<file path="src/rtl/zb_pkg.sv">
// Shared constants, state encoding and symbol-to-chip mapping for the
// IEEE 802.15.4 2.4 GHz chip spreader.
package zb_pkg;

  localparam logic [31:0] ZB_CHIP_BASE = 32'hD9C3522E;
  localparam logic [31:0] ZB_ODD_MASK  = 32'h55555555;
  localparam int unsigned ZB_SYM_W     = 4;
  localparam int unsigned ZB_CHIPS     = 32;
  localparam int unsigned ZB_IDX_W     = 5;

  typedef enum logic [1:0] {
    IDLE = 2'd0,
    LOAD = 2'd1,
    RUN  = 2'd2
  } state_t;

  // Symbols 0-7 rotate the base right by 4*s; symbols 8-15 additionally invert odd chips.
  function automatic logic [31:0] zb_chip_word(input logic [3:0] sym);
    logic [63:0] dbl;
    logic [4:0]  rot;
    logic [31:0] word;
    rot  = {sym[2:0], 2'b00};
    dbl  = {ZB_CHIP_BASE, ZB_CHIP_BASE} >> rot;
    word = dbl[31:0];
    if (sym[3]) begin
      word = word ^ ZB_ODD_MASK;
    end
    return word;
  endfunction

endpackage

</file>
<file path="src/rtl/zb_chip_spreader_if.sv">
// Symbol-in / chip-out bundle of the chip spreader; slave is the spreader side.
interface zb_chip_spreader_if #(
  parameter int unsigned BUF_DEPTH = 8,
  parameter int unsigned CNT_W     = 16
);
  localparam int unsigned LVL_W = $clog2(BUF_DEPTH) + 1;

  logic             inEnable;
  logic             inClear;
  logic             inSymValid;
  logic [3:0]       inSymbol;
  logic             outSymReady;
  logic [LVL_W-1:0] outLevel;
  logic             outChipValid;
  logic             outChipStrobe;
  logic             outChipI;
  logic             outChipQ;
  logic             outBusy;
  logic             outDone;
  logic [CNT_W-1:0] outSymCount;

  modport slave (
    input  inEnable, inClear, inSymValid, inSymbol,
    output outSymReady, outLevel, outChipValid, outChipStrobe,
           outChipI, outChipQ, outBusy, outDone, outSymCount
  );

  modport master (
    output inEnable, inClear, inSymValid, inSymbol,
    input  outSymReady, outLevel, outChipValid, outChipStrobe,
           outChipI, outChipQ, outBusy, outDone, outSymCount
  );
endinterface

</file>
<file path="src/rtl/zb_chip_spreader_fifo.sv">
// Symbol buffer: show-ahead FIFO with registered level/full/empty flags.
module zb_sym_fifo #(
  parameter int unsigned DEPTH = 8,
  parameter int unsigned WIDTH = 4
) (
  input  logic                   clk,
  input  logic                   rst,
  input  logic                   push,
  input  logic [WIDTH-1:0]       din,
  input  logic                   pop,
  output logic [WIDTH-1:0]       dout,
  output logic [$clog2(DEPTH):0] level,
  output logic                   full,
  output logic                   empty
);
  localparam int unsigned PTR_W = $clog2(DEPTH);
  localparam int unsigned LVL_W = PTR_W + 1;

  logic [WIDTH-1:0] mem [DEPTH];
  logic [PTR_W-1:0] wr_ptr;
  logic [PTR_W-1:0] rd_ptr;
  logic             do_push;
  logic             do_pop;
  logic [LVL_W-1:0] level_n;

  always_comb begin
    do_push = push & ~full;
    do_pop  = pop & ~empty;
    level_n = level;
    case ({do_push, do_pop})
      2'b10:   level_n = level + LVL_W'(1);
      2'b01:   level_n = level - LVL_W'(1);
      default: level_n = level;
    endcase
  end

  // Reset flushes by clearing pointers; storage itself needs no reset.
  always_ff @(posedge clk or posedge rst) begin
    if (rst) begin
      wr_ptr <= '0;
      rd_ptr <= '0;
      level  <= '0;
      full   <= 1'b0;
      empty  <= 1'b1;
    end else begin
      if (do_push) wr_ptr <= wr_ptr + PTR_W'(1);
      if (do_pop)  rd_ptr <= rd_ptr + PTR_W'(1);
      level <= level_n;
      full  <= (level_n == LVL_W'(DEPTH));
      empty <= (level_n == '0);
    end
  end

  always_ff @(posedge clk) begin
    if (do_push) mem[wr_ptr] <= din;
  end

  assign dout = mem[rd_ptr];

endmodule

</file>
<file path="src/rtl/zb_chip_spreader.sv">
// 802.15.4 symbol-to-chip spreader: buffers symbols, serialises 32-chip PN words.
// Optional O-QPSK I/Q rail split enabled by defining ZB_SPREADER_OQPSK_EN.
module zb_chip_spreader
  import zb_pkg::*;
#(
  parameter int unsigned CHIP_DIV  = 4,
  parameter int unsigned BUF_DEPTH = 8,
  parameter int unsigned CNT_W     = 16
) (
  input  logic                inClock,
  input  logic                inReset,
  zb_chip_spreader_if.slave   bus
);
  localparam int unsigned DIV_W = (CHIP_DIV > 1) ? $clog2(CHIP_DIV) : 1;
  localparam int unsigned LVL_W = $clog2(BUF_DEPTH) + 1;
  localparam logic [DIV_W-1:0]    DIV_LAST = DIV_W'(CHIP_DIV - 1);
  localparam logic [ZB_IDX_W-1:0] IDX_LAST = ZB_IDX_W'(ZB_CHIPS - 1);

  state_t               state, state_n;
  logic [31:0]          word, word_n;
  logic [ZB_IDX_W-1:0]  chip_idx, chip_idx_n;
  logic [DIV_W-1:0]     div_cnt, div_n;
  logic                 chip_valid, valid_n;
  logic                 chip_strobe, strobe_n;
  logic                 chip_i, i_n;
  logic                 chip_q, q_n;
  logic                 done, done_n;
  logic                 busy;
  logic [CNT_W-1:0]     sym_count, cnt_n;
  logic                 pop;
  logic                 emit;
  logic                 sym_done;
  logic                 start_ok;

  logic [ZB_SYM_W-1:0]  fifo_dout;
  logic [LVL_W-1:0]     fifo_level;
  logic                 fifo_full;
  logic                 fifo_empty;

  zb_sym_fifo #(
    .DEPTH (BUF_DEPTH),
    .WIDTH (ZB_SYM_W)
  ) u_fifo (
    .clk   (inClock),
    .rst   (inReset),
    .push  (bus.inSymValid & ~fifo_full),
    .din   (bus.inSymbol),
    .pop   (pop),
    .dout  (fifo_dout),
    .level (fifo_level),
    .full  (fifo_full),
    .empty (fifo_empty)
  );

  assign start_ok = ~fifo_empty & bus.inEnable;

  // Next state, chip shifter, divider and registered-output next values.
  always_comb begin
    state_n    = state;
    word_n     = word;
    chip_idx_n = chip_idx;
    div_n      = div_cnt;
    valid_n    = chip_valid;
    strobe_n   = 1'b0;
    i_n        = chip_i;
    q_n        = chip_q;
    done_n     = 1'b0;
    pop        = 1'b0;
    emit       = 1'b0;
    sym_done   = 1'b0;

    case (state)
      IDLE: begin
        if (start_ok) state_n = LOAD;
      end
      LOAD: begin
        pop        = 1'b1;
        word_n     = zb_chip_word(fifo_dout);
        chip_idx_n = '0;
        div_n      = '0;
        emit       = 1'b1;
        state_n    = RUN;
      end
      RUN: begin
        if (div_cnt != DIV_LAST) begin
          div_n = div_cnt + DIV_W'(1);
        end else if (chip_idx != IDX_LAST) begin
          word_n     = {word[30:0], 1'b0};
          chip_idx_n = chip_idx + ZB_IDX_W'(1);
          div_n      = '0;
          emit       = 1'b1;
        end else begin
          sym_done = 1'b1;
          div_n    = '0;
          // Reload in the same cycle so back-to-back symbols have no gap.
          if (start_ok) begin
            pop        = 1'b1;
            word_n     = zb_chip_word(fifo_dout);
            chip_idx_n = '0;
            emit       = 1'b1;
          end else begin
            state_n = IDLE;
            valid_n = 1'b0;
            i_n     = 1'b0;
            q_n     = 1'b0;
            done_n  = 1'b1;
          end
        end
      end
      default: state_n = IDLE;
    endcase

    if (emit) begin
      valid_n  = 1'b1;
      strobe_n = 1'b1;
`ifdef ZB_SPREADER_OQPSK_EN
      // Even chips drive I, odd chips drive Q; each holds across two chip periods.
      if (chip_idx_n[0]) q_n = word_n[31];
      else               i_n = word_n[31];
`else
      i_n = word_n[31];
`endif
    end

`ifndef ZB_SPREADER_OQPSK_EN
    q_n = 1'b0;
`endif

    cnt_n = sym_count;
    if (bus.inClear) begin
      cnt_n = '0;
    end else if (sym_done && (sym_count != {CNT_W{1'b1}})) begin
      cnt_n = sym_count + CNT_W'(1);
    end
  end

  always_ff @(posedge inClock or posedge inReset) begin
    if (inReset) begin
      state       <= IDLE;
      word        <= '0;
      chip_idx    <= '0;
      div_cnt     <= '0;
      chip_valid  <= 1'b0;
      chip_strobe <= 1'b0;
      chip_i      <= 1'b0;
      chip_q      <= 1'b0;
      done        <= 1'b0;
      busy        <= 1'b0;
      sym_count   <= '0;
    end else begin
      state       <= state_n;
      word        <= word_n;
      chip_idx    <= chip_idx_n;
      div_cnt     <= div_n;
      chip_valid  <= valid_n;
      chip_strobe <= strobe_n;
      chip_i      <= i_n;
      chip_q      <= q_n;
      done        <= done_n;
      busy        <= (state_n != IDLE);
      sym_count   <= cnt_n;
    end
  end

  assign bus.outSymReady   = ~fifo_full;
  assign bus.outLevel      = fifo_level;
  assign bus.outChipValid  = chip_valid;
  assign bus.outChipStrobe = chip_strobe;
  assign bus.outChipI      = chip_i;
  assign bus.outChipQ      = chip_q;
  assign bus.outBusy       = busy;
  assign bus.outDone       = done;
  assign bus.outSymCount   = sym_count;

endmodule
</file>
<file path="src/flat_wrapper.sv">
// flat-port wrapper written by rule: the top's interface ports become plain ports
module zb_chip_spreader_flat import zb_pkg::*;
#(
  parameter int unsigned CHIP_DIV  = 4,
  parameter int unsigned BUF_DEPTH = 8,
  parameter int unsigned CNT_W     = 16
)
  (inClock, inReset, bus_inEnable, bus_inClear, bus_inSymValid, bus_inSymbol, bus_outSymReady, bus_outLevel, bus_outChipValid, bus_outChipStrobe, bus_outChipI, bus_outChipQ, bus_outBusy, bus_outDone, bus_outSymCount);
  zb_chip_spreader_if #(.BUF_DEPTH(BUF_DEPTH), .CNT_W(CNT_W)) bus_i ();
  input  logic inClock;
  input  logic inReset;
  input wire logic [$bits(bus_i.inEnable)-1:0] bus_inEnable;
  input wire logic [$bits(bus_i.inClear)-1:0] bus_inClear;
  input wire logic [$bits(bus_i.inSymValid)-1:0] bus_inSymValid;
  input wire logic [$bits(bus_i.inSymbol)-1:0] bus_inSymbol;
  output wire logic [$bits(bus_i.outSymReady)-1:0] bus_outSymReady;
  output wire logic [$bits(bus_i.outLevel)-1:0] bus_outLevel;
  output wire logic [$bits(bus_i.outChipValid)-1:0] bus_outChipValid;
  output wire logic [$bits(bus_i.outChipStrobe)-1:0] bus_outChipStrobe;
  output wire logic [$bits(bus_i.outChipI)-1:0] bus_outChipI;
  output wire logic [$bits(bus_i.outChipQ)-1:0] bus_outChipQ;
  output wire logic [$bits(bus_i.outBusy)-1:0] bus_outBusy;
  output wire logic [$bits(bus_i.outDone)-1:0] bus_outDone;
  output wire logic [$bits(bus_i.outSymCount)-1:0] bus_outSymCount;
  assign bus_i.inEnable = bus_inEnable;
  assign bus_i.inClear = bus_inClear;
  assign bus_i.inSymValid = bus_inSymValid;
  assign bus_i.inSymbol = bus_inSymbol;
  assign bus_outSymReady = bus_i.outSymReady;
  assign bus_outLevel = bus_i.outLevel;
  assign bus_outChipValid = bus_i.outChipValid;
  assign bus_outChipStrobe = bus_i.outChipStrobe;
  assign bus_outChipI = bus_i.outChipI;
  assign bus_outChipQ = bus_i.outChipQ;
  assign bus_outBusy = bus_i.outBusy;
  assign bus_outDone = bus_i.outDone;
  assign bus_outSymCount = bus_i.outSymCount;
  zb_chip_spreader #(.CHIP_DIV(CHIP_DIV), .BUF_DEPTH(BUF_DEPTH), .CNT_W(CNT_W)) u_core (.inClock(inClock), .inReset(inReset), .bus(bus_i));
endmodule
</file>
<file path="config.mk">
export PLATFORM = sky130hd
export DESIGN_NAME = zb_chip_spreader_flat
export DESIGN_NICKNAME = d
export VERILOG_FILES = /design/src/rtl/zb_pkg.sv /design/src/rtl/zb_chip_spreader_if.sv /design/src/rtl/zb_chip_spreader_fifo.sv /design/src/rtl/zb_chip_spreader.sv /design/src/flat_wrapper.sv
export SDC_FILE = /design/constraint.sdc
export NUM_CORES = 1
export LEC_CHECK = 0
export ABC_AREA = 1
export CORE_UTILIZATION = 35
export CTS_BUF_LIST = sky130_fd_sc_hd__clkbuf_8
export DETAILED_ROUTE_END_ITERATION = 10
export HOLD_SLACK_MARGIN = 0.03
export PLACE_DENSITY_LB_ADDON = 0.15
export SETUP_SLACK_MARGIN = 0.2
export SLEW_MARGIN = 20
export SYNTH_ARGS = -nofsm -noshare
export SYNTH_HDL_FRONTEND = slang
export SYNTH_SLANG_ARGS = --single-unit
</file>
<file path="constraint.sdc">
create_clock -name inClock -period 3.8 [get_ports inClock]
set_input_delay 0.38 -clock inClock [delete_from_list [all_inputs] [get_ports inClock]]
set_output_delay 0.38 -clock inClock [all_outputs]
set_load 0.01 [all_outputs]
</file>
==> metrics.md, run 1 <==
| Metric | Value |
|---|---|
| Die X | 133.3 um |
| Number of synthesized flops with an enable pin | 32 |
| Initial core utilization | 36.13% |
| CP Class | flop to flop |
| Post-synth top area cell | dfrtp_1 |
| Cts bufs inserted | 9 |
| Layout net count | 764 |
| Min Hold Slack | 202.6 ps |
| CTS clk-pin slew, worst paths | 110 ps |
| Post-synthesis sequential area ratio | 46.64% |
| CP bufs+invs | 4 |
| CP top delay family | simple AND/OR/NAND/NOR gates |
| Area grow syn2layout | 11.72% |
| Final Setup Violations | 0 |
| Final Max Slew Viols | 0 |
| Total Neg Setup Slack | 0 ps |
| Max Clock Skew | 15.10 ps |
| Element type at the critical path end | flop |
| Worst-skew pair later-pin latency | 410 ps |
| I/O pin count | 36 |
| Flops & latches, synth | 106 |
| Worst Path Max Fanout | 8 |
| Non-Filler Instances | 960 |
| GRT Residual Overflow | 0 |
| Root Driver | clkbuf_8 |
| Vias per cell | 4.928 |
| Die H | 133.3 um |
| Placer Congestion | 0.8398 |
| Max Buffers Root-to-Sink | 2 |
| Maximum capacitance violations | 0 |
| First-pass GRT wire length | 23530 um |
| Pre-antenna DRT Iters | 4 |
| Core Region | 0.01670 sq mm |
| Max-slew headroom | 38.16% |
| Pwr per Cell Area | 376.3 mW/mm^2 |
| # DRC | 0 |
| Largest net degree at the start of global routing | 39 |
| Gate Count Post-Synth | 710 |
| Post-synth top cells | 178 x nand2_1, 88 x inv_1, 73 x dfrtp_1 |
| Iter 0 DRT Violations | 304 |
| Clock sink count | 106 |
| Fin crit share | 84.12% |
| Worst Hold Class | input port to async pin |
| ANT nets after route | 0 |
| Worst r2r src | u_core.chip_idx[0] |
| Row count | 47 |
| Antenna Diode Count | 0 |
| Number of H-tree levels | 3 |
| RSZ-0062 raised after global routing | no |
| Synthesized net count | 739 |
| Worst Reg2Reg Path Length in Cells | 19 |
| Initial antenna violation count | 0 |
| Cell with the most instances after synthesis | nand2_1 |
| Slowest cell on the critical path | dfrtp_1 |
| Outcome | complete, no violations |
| Asr flop ratio synth | 69.81% |
| Leak | 0.003103 uW |
| GRT Total Usage | 16.75% |
| VDD IR-drop max | 0.2355 mV |
| Critical Path RT | 4140 ps |
| Final core utilization | 40.36% |
| Post-synth top area share | 30.28% |
| Final min period | 3196 ps |
| Worst path cell trace | ha_1 > inv_1 > nor2_1 > ha_1 > inv_2 > nor2_2 > nand2_1 > inv_1 > nor2_1 > nor3_4 > ha_4 > ha_1 > a21o_1 > a21oi_1 > inv_1 > a21oi_1 > o21ai_0 > xnor2_1 > nor2b_1 |
| Synth area leaders | dfrtp_1 30%, edfxtp_1 16%, nand2_1 11% |
| Ys Warns | 0 |
| Crit path DAT | 3530 ps |
| I/O Buffers | 34 |
| Vias in the first global route | 4566 |
| Placed cells | 941 |
| Routed wire per std cell | 14.53 um |
| Full die area | 0.01777 sq mm |
| CTS tree | yes |
| Post-DP HPWL | 9909 um |
| Routed WL | 13950 um |
| Setup crit start kind | flop |
| Synth unique cells | 54 |
| Top_reg_cell synth | dfrtp_1 |
| Worst-margin pin slew | 924.1 ps |
| Synthesized area per cell | 8.498 sq um |
| FF-to-FF End | u_core.u_fifo.full |
| Crit-path max cell delay | 400 ps |
| Synthesized cell area | 0.006033 sq mm |
| Final hold violations | 0 |
| Max frequency | 312.9 MHz |
| Total number of vias | 4731 |
| R2R setup slack | 600 ps |
| Share of cells above drive strength 1 | 10.00% |
==> how the worst max path moves through the flow <==
stage / cells past startpoint / to / from / slack [ps]
2_1_floorplan: 20 / u_core.u_fifo.full / u_core.chip_idx[0] / 850
3_3_place_gp: 16 / u_core.u_fifo.full / bus_inEnable / 590
3_5_place_dp: 19 / u_core.u_fifo.full / u_core.chip_idx[0] / 410
4_1_cts: 19 / u_core.u_fifo.full / u_core.chip_idx[0] / 420
5_1_grt: 19 / u_core.u_fifo.full / u_core.chip_idx[0] / 210
6_report: 19 / u_core.u_fifo.full / u_core.chip_idx[0] / 600
==> power breakdown <==
group | switching (uW) | leakage, uW | internal (uW)
Sequential | 58.2 | 0.00124 | 1280
Clock | 451 | 0.0000951 | 255
Combinational | 312 | 0.00177 | 183
Total | 821 | 0.00310 | 1710
==> layout make-up <==
class,instances,area [sq um]
clock buffer,9,123.9
clock inverter,7,70.07
fill,1717,9961
inverter,94,364.1
multi-input combinational,483,2700
sequential,106,2814
tap,220,275.3
timing repair buffer,41,392.9
==> routing by layer <==
layer | vias up | share of wire (%) | track usage, % | wire length (um)
li1 | 2383 | - | - | -
met1 | 2277 | 49 | 23.35 | 6869
met2 | 54 | 47 | 26.10 | 6545
met3 | 17 | 2.6 | 3.691 | 369
met4 | 0 | 1.2 | 4.672 | 165
met5 | - | 0 | 0 | 0
==> cells by family after synthesis <==
| kind of cell | after synthesis | share of synthesized area, % |
|---|---|---|
| AND/OR/NAND/NOR | 343 | 26.77 |
| buffers and inverters | 121 | 8.959 |
| flip-flops | 106 | 46.64 |
| XOR/XNOR | 12 | 1.742 |
| other | 1 | 0.06216 |
| adder cells (fa/ha/maj) | 20 | 4.272 |
| AO/OA/AOI/OAI | 107 | 11.55 |
==> repair_timing <==
| item | 4_1_cts | 5_1_grt |
|---|---|---|
| endpoints found under the hold margin | 0 | 0 |
| hold buffers | 0 | 0 |
| setup buffers | 0 | 3 |
| setup endpoints to repair | 0 | 3 |
| gates resized for setup | 0 | 4 |
==> flip-flops by register name (all words and copies together) (netlist names), 3 cells and up <==
register	cells
u_core.u_fifo.wr_ptr	3
u_core.u_fifo.rd_ptr	3
u_core.chip_idx	5
u_core.word	32
u_core.bus.outSymCount	16
u_core.u_fifo.mem	32
u_core.u_fifo.level	4
==> cells in the final DEF (no fill, tap or decap), drive strengths merged, types with 11 or more instances in the layout <==
| master | synthesis | layout |
|---|---|---|
| nor3 | 11 | 11 |
| inv | 94 | 96 |
| dfrtp | 73 | 73 |
| nand2 | 194 | 194 |
| o21ai | 28 | 28 |
| nand3 | 81 | 81 |
| nor2 | 40 | 40 |
| clkdlybuf4s50 | 0 | 34 |
| ha | 19 | 19 |
| a2bb2oi | 17 | 17 |
| a21oi | 35 | 35 |
| edfxtp | 32 | 32 |
==> stage by stage <==
step | area, sq um | setup WS, ps | total power (uW)
CTS | 6696 | 417.4 | 2560
floorplan | 6033 | 845.8 | 1690
detailed placement | 6502 | 411.2 | 1846
global route | 6740 | 208.0 | 2673
global placement | 6502 | 587.3 | 1839
finish | 6740 | 603.6 | 2536
(Power assumes the default switching activity.)
==> run 2, diff against run 1 <==
- clock period: 3.8 -> 3 ns (I/O delays scaled with it)
==> metrics.md, run 2 (same netlist as run 1, synthesis figures left out) <==
| Metric | Value |
|---|---|
| Worst Hold Class | input port to async pin (unchanged) |
| Max Clock Skew | 15.08 ps (was 15.10 ps) |
| CTS clk-pin slew, worst paths | 110 ps (about the same) |
| CTS tree | yes (unchanged) |
| Post-CTS Hold Fix Bufs | 0 (unchanged) |
| # DRC | 0 (unchanged) |
| Routed wire per std cell | 14.38 um (was 14.53 um) |
| Final hold violations | 0 (unchanged) |
| Die X | 133.3 um (unchanged) |
| Full die area | 0.01777 sq mm (unchanged) |
| Setup ws final | 149.8 ps (was 603.6 ps) |
| Initial core utilization | 36.13% (unchanged) |
| Net Sw Frac | 31.08% (was 32.38%) |
| Total number of vias | 4799 (was 4731) |
| Crit path DAT | 3170 ps (was 3530 ps) |
| Vias in the first global route | 4740 (was 4566) |
| Placer Congestion | 0.8791 (was 0.8398) |
| Final Max Slew Viols | 0 (unchanged) |
| Die H | 133.3 um (unchanged) |
| Post-DP HPWL | 9966 um (was 9909 um) |
| Critical Path RT | 3320 ps (was 4140 ps) |
| Max-slew headroom | 55.23% (was 38.16%) |
| GRT Residual Overflow | 0 (unchanged) |
| Worst Path Max Fanout | 4 (was 8) |
| Switching power of the nets | 1029 uW (was 821.3 uW) |
| Routed WL | 14060 um (was 13950 um) |
| Min Hold Slack | 306.8 ps (was 202.6 ps) |
| Dpl ws | -79.40 ps (was 411.2 ps) |
| Core Region | 0.01670 sq mm (unchanged) |
| Vias per cell | 4.907 (was 4.928) |
| PnR Total Power | 3310 uW (was 2536 uW) |
| Setup crit start kind | flop (unchanged) |
| Pwr per Cell Area | 474.8 mW/mm^2 (was 376.3 mW/mm^2) |
| Max Buffers Root-to-Sink | 2 (unchanged) |
| Leak | 0.003212 uW (was 0.003103 uW) |
| P_int | 2281 uW (was 1715 uW) |
| Flop pwr share | 51.2% (was 52.6%) |
| Area grow syn2layout | 15.55% (was 11.72%) |
| Number of H-tree levels | 3 (unchanged) |
| Initial antenna violation count | 0 (unchanged) |
| Placed inst area | 0.006633 sq mm (was 0.006502 sq mm) |
| I/O Buffers | 34 (unchanged) |
| First-pass GRT wire length | 23850 um (was 23530 um) |
| Antenna Diode Count | 0 (unchanged) |
| Final min period | 2850 ps (was 3196 ps) |
| Row count | 47 (unchanged) |
| Most common cell after layout, fill and taps aside | nand2_1 (unchanged) |
| ANT nets after route | 0 (unchanged) |
| RSZ-0062 raised after global routing | yes (was no) |
| Iter 0 DRT Violations | 290 (was 304) |
| Pre-antenna DRT Iters | 5 (was 4) |
| Comb pwr share | 20.4% (was 19.5%) |
| CP Class | flop to flop (unchanged) |
| Share of cells above drive strength 1 | 13.85% (was 10.00%) |
| Worst-skew pair later-pin latency | 390 ps (was 410 ps) |
| I/O pin count | 36 (unchanged) |
| Final Setup Violations | 0 (unchanged) |
| Cts bufs inserted | 9 (unchanged) |
| Largest net degree at the start of global routing | 48 (was 39) |
| Clock sink count | 106 (unchanged) |
| Worst-margin pin slew | 669.1 ps (was 924.1 ps) |
| Layout net count | 782 (was 764) |
| Element type at the critical path end | flop (unchanged) |
| Root Driver | clkbuf_8 (unchanged) |
| GRT Total Usage | 16.81% (was 16.75%) |
| Fin crit share | 95.01% (was 84.12%) |
| Design area | 0.006972 sq mm (was 0.006740 sq mm) |
| Max frequency | 350.9 MHz (was 312.9 MHz) |
| Maximum capacitance violations | 0 (unchanged) |
| VDD IR-drop max | 0.3848 mV (was 0.2355 mV) |
| Share of total power in the clock network | 28.4% (was 27.9%) |
| Most frequent cells in the layout | 176 x nand2_1, 85 x inv_1, 73 x dfrtp_1, 71 x nand3_1 (was 178 x nand2_1, 87 x inv_1, 73 x dfrtp_1, 71 x nand3_1, 35 x a21oi_1) |
| Outcome | complete, no violations (unchanged) |
==> run 2: power by group through the flow <==
stage          clock, uW  combinational, uW  sequential [uW]
5_1_grt             1030                769             1710
4_1_cts              975                661             1690
2_1_floorplan          0                436             1720
3_5_place_dp           0                644             1720
6_report             939                676             1690
3_3_place_gp           0                620             1720
==> run 2: worst paths after layout <==
kind	from	endpoint	slack, ps	cells after the start
min in group inClock	u_core.bus.outChipValid	u_core.bus.outChipValid	500	2
min	inReset	u_core.bus.outSymCount[5]	310	2
min reg2reg	u_core.bus.outChipValid	u_core.bus.outChipValid	500	2
max reg2reg	u_core.chip_idx[1]	u_core.u_fifo.full	150	19
max in group asynchronous	inReset	u_core.word[29]	2010	3
max	u_core.chip_idx[1]	u_core.u_fifo.full	150	19
==> run 2: cell type report <==
| cell class | instances | area, sq um |
|---|---|---|
| clock inverters | 7 | 80.08 |
| inverters | 94 | 367.9 |
| clock buffers | 9 | 123.9 |
| fillers | 1689 | 9729 |
| well taps | 220 | 275.3 |
| repair buffers | 59 | 540.5 |
| multi-input cells | 483 | 2770 |
| flip-flops and latches | 106 | 2814 |
==> run 2: what timing repair did <==
item,in CTS,in global routing
pin swaps,10,7
endpoints found under the setup margin,3,4
buffers inserted,11,1
gates resized for setup,6,6
==> run 2: critical path, cell delays in order (launching register included) <==
cell and delay, ps:
dfrtp_1 380, ha_2 200, inv_2 60, nor2_4 90, ha_4 160, inv_6 30
nor2_4 80, nand2_2 80, inv_2 70, nor2_2 50, nor3_4 220, ha_4 200
ha_4 200, a21o_1 150, a21oi_1 140, inv_1 90, a21oi_2 150, o21ai_2 80
xnor2_2 200, nor2b_1 150
==> run 2: stage by stage <==
stage	TNS, ps	instances	utilization, %
6_report	0	978	41.74
3_5_place_dp	-79.40	950	39.71
2_1_floorplan	0	710	-
3_3_place_gp	0	950	39.71
5_1_grt	-39.50	978	41.74
4_1_cts	0	977	41.55
==> run 2: layer usage <==
metal	global-route usage (%)	part of all wire, %
met1	22.10	47
met2	27.40	47
met3	3.805	4.0
met4	5.366	1.7
met5	0	0
==> run 3, diff against run 2 <==
- DONT_BUFFER_PORTS: not set -> 1
- GPL_ROUTABILITY_DRIVEN: not set -> 0
==> metrics.md, run 3 (same netlist as run 1, synthesis figures left out) <==
| Metric | Value |
|---|---|
| Outcome | complete, no violations (unchanged) |
| RSZ-0062 raised after global routing | yes (unchanged) |
| Final core utilization | 40.22% (was 41.74%) |
| Clock sink count | 106 (unchanged) |
| Crit path from | u_core.chip_idx[1] (unchanged) |
| Area grow syn2layout | 11.32% (was 15.55%) |
| Worst Hold Class | input port to flop (was input port to async pin) |
| Worst-skew pair later-pin latency | 410 ps (was 390 ps) |
| Pwr per Cell Area | 486.4 mW/mm^2 (was 474.8 mW/mm^2) |
| Layout net count | 758 (was 782) |
| Setup crit start kind | flop (unchanged) |
| Maximum capacitance violations | 0 (unchanged) |
| I/O pin count | 36 (unchanged) |
| Critical path depth | 17 (was 19) |
| Worst Path Max Fanout | 3 (was 4) |
| CTS clk-pin slew, worst paths | 110 ps (about the same) |
| Max frequency | 347.8 MHz (was 350.9 MHz) |
| Pre-antenna DRT Iters | 5 (unchanged) |
| Crit path to | u_core.u_fifo.empty (was u_core.u_fifo.full) |
| Worst Reg2Reg Path Length in Cells | 17 (was 19) |
| # DRC | 0 (unchanged) |
| # fillers | 1735 (was 1689) |
| GRT Residual Overflow | 0 (unchanged) |
| Initial core utilization | 36.13% (unchanged) |
| Post-DP HPWL | 10290 um (was 9966 um) |
| I/O Buffers | 0 (was 34) |
| PnR Total Power | 3267 uW (was 3310 uW) |
| GRT Total Usage | 17.26% (was 16.81%) |
| Most frequent cells in the layout | 177 x nand2_1, 84 x inv_1, 73 x dfrtp_1, 71 x nand3_1, 33 x a21oi_1 (was 176 x nand2_1, 85 x inv_1, 73 x dfrtp_1, 71 x nand3_1) |
| Slowest cell on the critical path | fa_1 (was dfrtp_1) |
| Die X | 133.3 um (unchanged) |
| CTS tree | yes (unchanged) |
| Root Driver | clkbuf_8 (unchanged) |
| Element type at the critical path end | flop (unchanged) |
| Vias in the first global route | 4671 (was 4740) |
| CP bufs+invs | 4 (unchanged) |
| Crit path DAT | 3210 ps (was 3170 ps) |
| Worst path cell trace | ha_2 > inv_2 > nor2_4 > ha_4 > inv_6 > nor2_4 > nand2_2 > inv_2 > nor2_4 > nor3_4 > ha_4 > buf_4 > fa_1 > nand2_1 > nand2_1 > or3_4 > nor2_1 (was ha_2 > inv_2 > nor2_4 > ha_4 > inv_6 > nor2_4 > nand2_2 > inv_2 > nor2_2 > nor3_4 > ha_4 > ha_4 > a21o_1 > a21oi_1 > inv_1 > a21oi_2 > o21ai_2 > xnor2_2 > nor2b_1) |
| Final min period | 2875 ps (was 2850 ps) |
| Core Region | 0.01670 sq mm (unchanged) |
| Final hold violations | 0 (unchanged) |
| Routed WL | 14230 um (was 14060 um) |
| Vias per cell | 4.955 (was 4.907) |
| Number of H-tree levels | 3 (unchanged) |
| CP Class | flop to flop (unchanged) |
| Final Setup Violations | 0 (unchanged) |
| CP top delay family | simple AND/OR/NAND/NOR gates (was adder cells) |
| Fin crit share | 95.84% (was 95.01%) |
| Worst path most repeated cell | nor2_4 (was ha_4) |
| Final Max Slew Viols | 0 (unchanged) |
| R2R setup slack | 120 ps (was 150 ps) |
| Max Clock Skew | 13.28 ps (was 15.08 ps) |
| Total number of vias | 4727 (was 4799) |
| Share of cells above drive strength 1 | 14.85% (was 13.85%) |
| Row count | 47 (unchanged) |
| Worst r2r src | u_core.chip_idx[1] (unchanged) |
| Max Buffers Root-to-Sink | 2 (unchanged) |
| Critical Path RT | 3340 ps (was 3320 ps) |
| Worst-margin pin slew | 671.1 ps (was 669.1 ps) |
| Largest net degree at the start of global routing | 40 (was 48) |
| Initial antenna violation count | 0 (unchanged) |
| VDD IR-drop max | 0.3565 mV (was 0.3848 mV) |
| Dpl ws | -113.3 ps (was -79.40 ps) |
| Iter 0 DRT Violations | 209 (was 290) |
| Leak | 0.003124 uW (was 0.003212 uW) |
| Die H | 133.3 um (unchanged) |
| Cts bufs inserted | 9 (unchanged) |
| ANT nets after route | 0 (unchanged) |
| Setup ws final | 124.7 ps (was 149.8 ps) |
| Routed wire per std cell | 14.92 um (was 14.38 um) |
| First-pass GRT wire length | 24320 um (was 23850 um) |
| Crit-path max cell delay | 410 ps (was 380 ps) |
| Antenna Diode Count | 0 (unchanged) |
| FF-to-FF End | u_core.u_fifo.empty (was u_core.u_fifo.full) |
| Max-slew headroom | 55.21% (was 55.23%) |
| Full die area | 0.01777 sq mm (unchanged) |
| Most common cell after layout, fill and taps aside | nand2_1 (unchanged) |
## run 3: routing by layer
layer / GRT usage, % / routed length (um) / vias to the layer above
met5: 0 / 0 / -
met4: 5.177 / 187 / 0
met3: 3.919 / 543 / 14
met2: 27.92 / 6732 / 69
met1: 22.99 / 6772 / 2267
li1: - / - / 2377
## run 3: repair_timing
item | CTS | global route
setup buffers | 5 | 8
pin swaps | 9 | 8
hold buffers | 6 | 0
resized for setup | 6 | 6
endpoints found under the setup margin | 3 | 3
endpoints found under the hold margin | 78 | 0
## run 3: power breakdown
group          total (uW)  switching [uW]  internal, uW
clock                 963             619           344
sequential           1710            98.6          1620
combinational         589             384           205
## run 3: worst register-to-register path, cell delays in order (launching register included)
cell     delay (ps)
dfrtp_1         390
ha_2            200
inv_2            50
nor2_4           90
ha_4            160
inv_6            40
nor2_4           80
nand2_2          60
inv_2            90
nor2_4           40
nor3_4          230
ha_4            190
buf_4           110
fa_1            410
nand2_1          80
nand2_1          70
or3_4           400
nor2_1          130
## run 3: worst min-delay path by stage
| stage | start | cells past startpoint | slack (ps) | endpoint |
|---|---|---|---|---|
| final | bus_inSymValid | 3 | 190 | u_core.u_fifo.wr_ptr[0] |
| after global routing | bus_inSymValid | 3 | 200 | u_core.u_fifo.wr_ptr[0] |
| after CTS | bus_inSymValid | 3 | 170 | u_core.u_fifo.wr_ptr[0] |
| after detailed placement | inReset | 1 | 300 | u_core.bus.outSymCount[11] |
| after global placement | inReset | 1 | 290 | u_core.bus.outSymCount[12] |
| after floorplan | bus_inSymbol[0] | 0 | 400 | u_core.u_fifo.mem[0][0] |
## run 3: layout make-up
| class | instances | area (sq um) | share of cell area, % |
|---|---|---|---|
| timing repair buffer | 35 | 277.8 | 4.136 |
| clock inverter | 7 | 91.34 | 1.360 |
| tap | 220 | 275.3 | 4.098 |
| clock buffer | 9 | 123.9 | 1.844 |
| multi-input combinational | 483 | 2765 | 41.17 |
| sequential | 106 | 2814 | 41.90 |
| inverter | 94 | 369.1 | 5.496 |
## run 3: stage by stage
stage / TNS, ps / std cells / hold slack [ps] / area [sq um]
after floorplan: 0 / 710 / 398.9 / 6088
after global placement: -4.852 / 919 / 292.9 / 6304
after detailed placement: -120.7 / 919 / 303.6 / 6304
after CTS: 0 / 946 / 171.8 / 6636
after global routing: -85.13 / 954 / 198.5 / 6716
final: 0 / 954 / 193.0 / 6716
